### src/rtl/msrv_32_pkg.sv
// ============================================================================
// msrv_32_pkg : shared widths and constants for the integer register file
// Revision 1.0
// ============================================================================
`default_nettype none

package msrv_32_pkg;
   localparam int XLEN       = 32;
   localparam int REG_ADDR_W = 5;
   localparam int NUM_REGS   = 32;
   localparam logic [REG_ADDR_W-1:0] ZERO_REG = '0;
endpackage

`default_nettype wire

### src/rtl/msrv_32_integer_file.sv
// ============================================================================
// msrv_32_integer_file : 32x32 register file, x0 hardwired to zero, two
// combinational read ports with write-through bypass. Revision 1.0
// ============================================================================
`default_nettype none

module msrv_32_integer_file
   import msrv_32_pkg::*;
(
   input  logic                  ms_risc32_mp_clk_in,
   input  logic                  ms_risc32_mp_rst_in,
   input  logic [REG_ADDR_W-1:0] rs_1_addr_in,
   input  logic [REG_ADDR_W-1:0] rs_2_addr_in,
   input  logic [REG_ADDR_W-1:0] rd_addr_in,
   input  logic [XLEN-1:0]       rd_in,
   input  logic                  wr_en_in,
   output logic [XLEN-1:0]       rs_1_out,
   output logic [XLEN-1:0]       rs_2_out
);

   logic [XLEN-1:0] regs [NUM_REGS];
   logic            wr_active;

   // Reset gates the bypass as well, so outputs are zero the instant reset asserts.
   assign wr_active = ms_risc32_mp_rst_in && wr_en_in && (rd_addr_in != ZERO_REG);

   always_ff @(posedge ms_risc32_mp_clk_in or negedge ms_risc32_mp_rst_in) begin
      if (!ms_risc32_mp_rst_in) begin
         for (int i = 0; i < NUM_REGS; i++) begin
            regs[i] <= '0;
         end
      end else if (wr_active) begin
         regs[rd_addr_in] <= rd_in;
      end
   end

   always_comb begin
      rs_1_out = '0;
      if (!ms_risc32_mp_rst_in || rs_1_addr_in == ZERO_REG) begin
         rs_1_out = '0;
      end else if (wr_active && rs_1_addr_in == rd_addr_in) begin
         rs_1_out = rd_in;
      end else begin
         rs_1_out = regs[rs_1_addr_in];
      end
   end

   always_comb begin
      rs_2_out = '0;
      if (!ms_risc32_mp_rst_in || rs_2_addr_in == ZERO_REG) begin
         rs_2_out = '0;
      end else if (wr_active && rs_2_addr_in == rd_addr_in) begin
         rs_2_out = rd_in;
      end else begin
         rs_2_out = regs[rs_2_addr_in];
      end
   end

endmodule

`default_nettype wire

### config.mk
export PLATFORM = sky130hd
export DESIGN_NAME = msrv_32_integer_file
export DESIGN_NICKNAME = d
export VERILOG_FILES = /design/src/rtl/msrv_32_pkg.sv /design/src/rtl/msrv_32_integer_file.sv
export SDC_FILE = /design/constraint.sdc
export NUM_CORES = 2
export LEC_CHECK = 0
export CAP_MARGIN = 20
export CORE_AREA = 2 2 359 361
export CTS_BUF_LIST = sky130_fd_sc_hd__clkbuf_4
export DETAILED_ROUTE_END_ITERATION = 8
export DIE_AREA = 0 0 361 363
export GPL_TIMING_DRIVEN = 1
export PLACE_DENSITY = 0.58
export SETUP_SLACK_MARGIN = 0.3
export SYNTH_ARGS = -nofsm -noshare
export SYNTH_HDL_FRONTEND = slang
export SYNTH_SLANG_ARGS = --single-unit
### constraint.sdc
create_clock -name ms_risc32_mp_clk_in -period 7 [get_ports ms_risc32_mp_clk_in]
set_input_delay 1.05 -clock ms_risc32_mp_clk_in [delete_from_list [all_inputs] [get_ports ms_risc32_mp_clk_in]]
set_output_delay 1.05 -clock ms_risc32_mp_clk_in [all_outputs]
set_load 0.01 [all_outputs]
* Word level (Yosys, flattened, before mapping)
Index checks and enable logic that the tools add are counted.
** Operators by class
- Reductions and logical operators :: 11
- Bitwise operators :: 3
- Equality and inequality tests :: 2
- Muxes and demuxes :: 13
- $lt $le $gt $ge :: 4
** Operators by type and width (count)
- 1024-bit bitwise mux :: 1
- 32-bit binary-select mux with 5-bit select :: 2
- 32-bit 2-to-1 mux :: 9
- 32-bit demux with 5-bit select :: 1
- 6-bit greater-or-equal comparator, second input constant :: 3
- 5-bit NOT with 6-bit output :: 3
- 5-bit == test :: 2
- 5-bit zero test :: 2
- 6-bit by 1-bit < comparator with 1-bit output, second input constant :: 1
- 1-bit logical AND :: 5
- 5-bit nonzero test :: 1
- 1-bit logical OR :: 2
- 1-bit zero test :: 1
** Storage, ports and cells
- Register bits :: 1024
- Logic and storage cells :: 65
- Output and inout port bits :: 64

* Longest topological paths before layout
- Depth after elaboration :: 6
- Depth in mapped cells :: 9

* Worst setup path before layout
OpenSTA, ideal clock, no wires.
- Kind :: input to output
- Start point :: input rs_2_addr_in[1]
- End point :: output rs_2_out[13]
- Path slack :: 3144 ps
- Stages on the path :: 8
- Arrival time :: 2806 ps
- Path buffers :: 4
- Data required time :: 5950 ps
- Cell sequence :: buf_2 buf_4 buf_2 clkbuf_1 mux4_2 a22oi_1 a21oi_1 a211o_1
** On the way
- Cells in the longest elaborated chain, start to end :: 6
** Ends and longest elaborated chain
- start: declaration :: RTL line msrv_32_integer_file.sv:13 : input logic [REG_ADDR_W-1:0] rs_2_addr_in,
- 5-bit NOT with 6-bit output (not written as such) :: RTL line msrv_32_integer_file.sv:55 : rs_2_out = regs[rs_2_addr_in];
- 32-bit binary-select mux with 5-bit select :: RTL line msrv_32_integer_file.sv:55
- 32-bit 2-to-1 mux (not written as such) (2 in a row) :: RTL line msrv_32_integer_file.sv:55
- 32-bit 2-to-1 mux :: RTL line msrv_32_integer_file.sv:52 : end else if (wr_active && rs_2_addr_in == rd_addr_in) begin
- 32-bit 2-to-1 mux (*) :: RTL line msrv_32_integer_file.sv:50 : if (!ms_risc32_mp_rst_in || rs_2_addr_in == ZERO_REG) begin
- end: declaration :: RTL line msrv_32_integer_file.sv:18 : output logic [XLEN-1:0] rs_2_out
Mark *: on every way between the ends. The rest lies on a longest branch, timed or not. The select of a mux whose other input is x is not followed.

* Worst setup path after layout
- Start point :: input rd_addr_in[1]
- End point :: output rs_2_out[6]
** On the way
- Cells in the longest elaborated chain, start to end :: 5
** Ends and longest elaborated chain
- start: declaration :: RTL line msrv_32_integer_file.sv:14 : input logic [REG_ADDR_W-1:0] rd_addr_in,
- 5-bit nonzero test :: RTL line msrv_32_integer_file.sv:25 : assign wr_active = ms_risc32_mp_rst_in && wr_en_in && (rd_addr_in != ZERO_REG);
- 1-bit logical AND :: RTL line msrv_32_integer_file.sv:25
- 1-bit logical AND (*) :: RTL line msrv_32_integer_file.sv:52
- 32-bit 2-to-1 mux (*) :: RTL line msrv_32_integer_file.sv:52
- 32-bit 2-to-1 mux (*) :: RTL line msrv_32_integer_file.sv:50
Mark *: on every way between the ends. The rest lies on a longest branch, timed or not.

==> impl_metrics.ini <==
[grt]
grt_pass1_wl_um = 263000
grt.total_usage_pct = 27.4
overflow = 0
antenna_found_initial = 12
grt_pass1_vias = 38200
grt_max_degree = 151

[route]
ant_nets = 0
dr_wl_met3_um = 13500
wirelength_um = 178000
firstDrtPassIters = 6
drc = 0
wl_met1_um = 77300
dr_wl_met2_um = 82000
vias = 36700
avgViaCountPerCell = 6.36
wl_per_cell_um = 30.8
drt-initial-drc-count = 3150
highest_layer = met5

[clock_tree]
cts.path.max_buffers = 4
cts.sinks = 1024
htree_levels = 5
cts_tree = done
clk_latency_ns = 1.17
cts.clk_slew.worst_paths_ns = 0.06
clockRootBuffer = clkbuf_4
numCtsBuffers = 301
post_cts_resized = 0
cts_setup_buffers = 0

[power_and_ir_drop]
worst_ir_drop_vdd_mv = 0.194
p_per_area_nw_per_um2 = 251
power.leakage_nw = 27.8

[floorplanning]
core-area_um2 = 127000
die_h_um = 363
dieWidth_um = 361
pin_count = 114
dieArea_um2 = 131000
initial_core_util_pct = 43.7
rows = 131

[placed_design]
gp_congestion = 0.813
placed_cell_area_um2 = 58100
io_buffers = 113
dp_hpwl_um = 101000

[sta]
fmax_mhz = 168
setup_viol = 0
finalHoldViolCount = 0
finalCritPeriodShare_pct = 85.0
rsz0062_at_grt = no
relSlewSlack_pct = 18.5
fin_skew_ns = 0
tightest_slew_ns = 1.22
tns_ns = 0
hold_slack_ns = 0.319
period_needed_ns = 5.95
slew_viol_final = 0

[min_path]
worstHoldPathType = in2async

[logic_synthesis]
yosys.cell_types.count = 38
syn_inst = 3829
synth-edff-count = 0
syn_area_um2 = 55500
syn_avg_cell_area_um2 = 14.5
synthFlopType = dfrtp_1
ys_ff_latch = 1024
ys_seq_area_share_pct = 46.2
yosys_warnings = 0
synth_fp_nets = 3879
synthArstFlopShare_pct = 100

[layout]
syn2layout_area_growth_pct = 11.7
fin_area_um2 = 62000
top_register = regs
top_regs = regs: 1024 flops
final_nets = 3973
drive_gt1_share_pct = 48.5
largest_reg_flops = 1024

[critical_path]
critPathArrivalTime_ns = 4.90
start_kind = primary input
critPathRequiredTime_ns = 5.95
cp-end-kind = output pin
crit_fanout = 14
critical_path_class = in2out

[status]
status = finished clean

[run]
cap_violations = 0
==> cell families (layout without fill, tap and decap cells) <==
family / count (synthesis) / after routing / share of synthesized area, %
multiplexers: 1696 / 1696 / 41.5
other: 0 / 4 / 0
AO/OA/AOI/OAI: 518 / 518 / 7.10
flip-flops: 1024 / 1024 / 46.2
XOR/XNOR: 10 / 10 / 0.158
AND/OR/NAND/NOR: 135 / 135 / 1.38
buffers and inverters: 446 / 725 / 3.65
==> synth_stat cells (all sizes together) (32+ instances only) <==
cell | instances | area [µm²]
a21oi | 96 | 480
a211oi | 96 | 721
dfrtp | 1024 | 25600
a221oi | 128 | 1120
nor2b | 70 | 438
mux2 | 992 | 11200
clkbuf | 227 | 852
mux4 | 384 | 8650
a221o | 32 | 320
a22oi | 64 | 480
buf | 217 | 1160
mux2i | 320 | 3200
a211o | 32 | 280
o21bai | 65 | 488
==> final timing paths <==
kind / start / end / slack (ns) / cells after the start
min: ms_risc32_mp_rst_in / regs[411] / 0.32 / 2
min in group ms_risc32_mp_clk_in: regs[994] / regs[994] / 0.39 / 0
max in group asynchronous: ms_risc32_mp_rst_in / regs[265] / 4.00 / 5
max: rd_addr_in[1] / rs_2_out[6] / 1.05 / 8
min reg2reg: regs[994] / regs[994] / 0.39 / 0
max reg2reg: regs[969] / regs[969] / 6.19 / 1
==> cells in the final DEF (no fill, tap or decap), types with 14 or more instances in the layout <==
master              n
dfrtp_1          1024
clkdlybuf4s50_1   104
a211o_1            32
nor2b_1            68
mux2i_1           320
clkinv_1           30
buf_4              90
buf_12             17
a211oi_1           96
o21bai_1           65
mux4_2            384
a22oi_1            64
a21oi_1            96
nor2_4             20
a221o_1            32
mux2_1             14
a221oi_1          128
mux2_2            978
clkbuf_4          449
==> critical path, stage by stage <==
cell and delay (ns):
clkdlybuf4s50_1 0.92, or4_1 0.24, o21ai_2 0.15, o311ai_4 1.07, buf_4 0.43, a21oi_1 0.07, a211o_1 0.39, clkdlybuf4s50_1 0.56
==> timing repair <==
item / 4_1_cts / 5_1_grt
endpoints found under the hold margin: 37 / 0
hold buffers: 1 / 0
setup endpoints to repair: 0 / 0
==> per-layer routing <==
layer,GRT usage (%),vias up
li1,-,15200
met1,38.0,19800
met2,42.4,1388
met3,6.43,288
met4,9.22,10
met5,0,-
==> area by class of cell <==
cell class                 instances  area (µm²)
fill                           11100       65100
tap                             1662        2080
multi-input combinational       2359       28100
antenna                            4        10.0
timing repair buffer             235        2540
inverter                           2        7.51
sequential                      1024       25600
clock buffer                     449        3370
clock inverter                    39         228
==> power breakdown <==
part           internal (mW)  leakage [nW]  switching, mW
clock network           3.00          2.18           2.56
registers               6.69          13.6          0.534
logic                   1.51          12.0           1.24
==> metrics by stage <==
step                      util, %  setup slack, ns  instances  total power [mW]
after floorplan                 -             3.14       3829              9.12
after global placement       45.6             1.22       5264              9.95
after detailed placement     45.7             1.15       5270              10.0
after CTS                    48.6             1.16       5759              15.6
after global routing         48.8             1.03       5772              16.3
final                        48.8             1.05       5774              15.5
(Power assumes the default switching activity.)
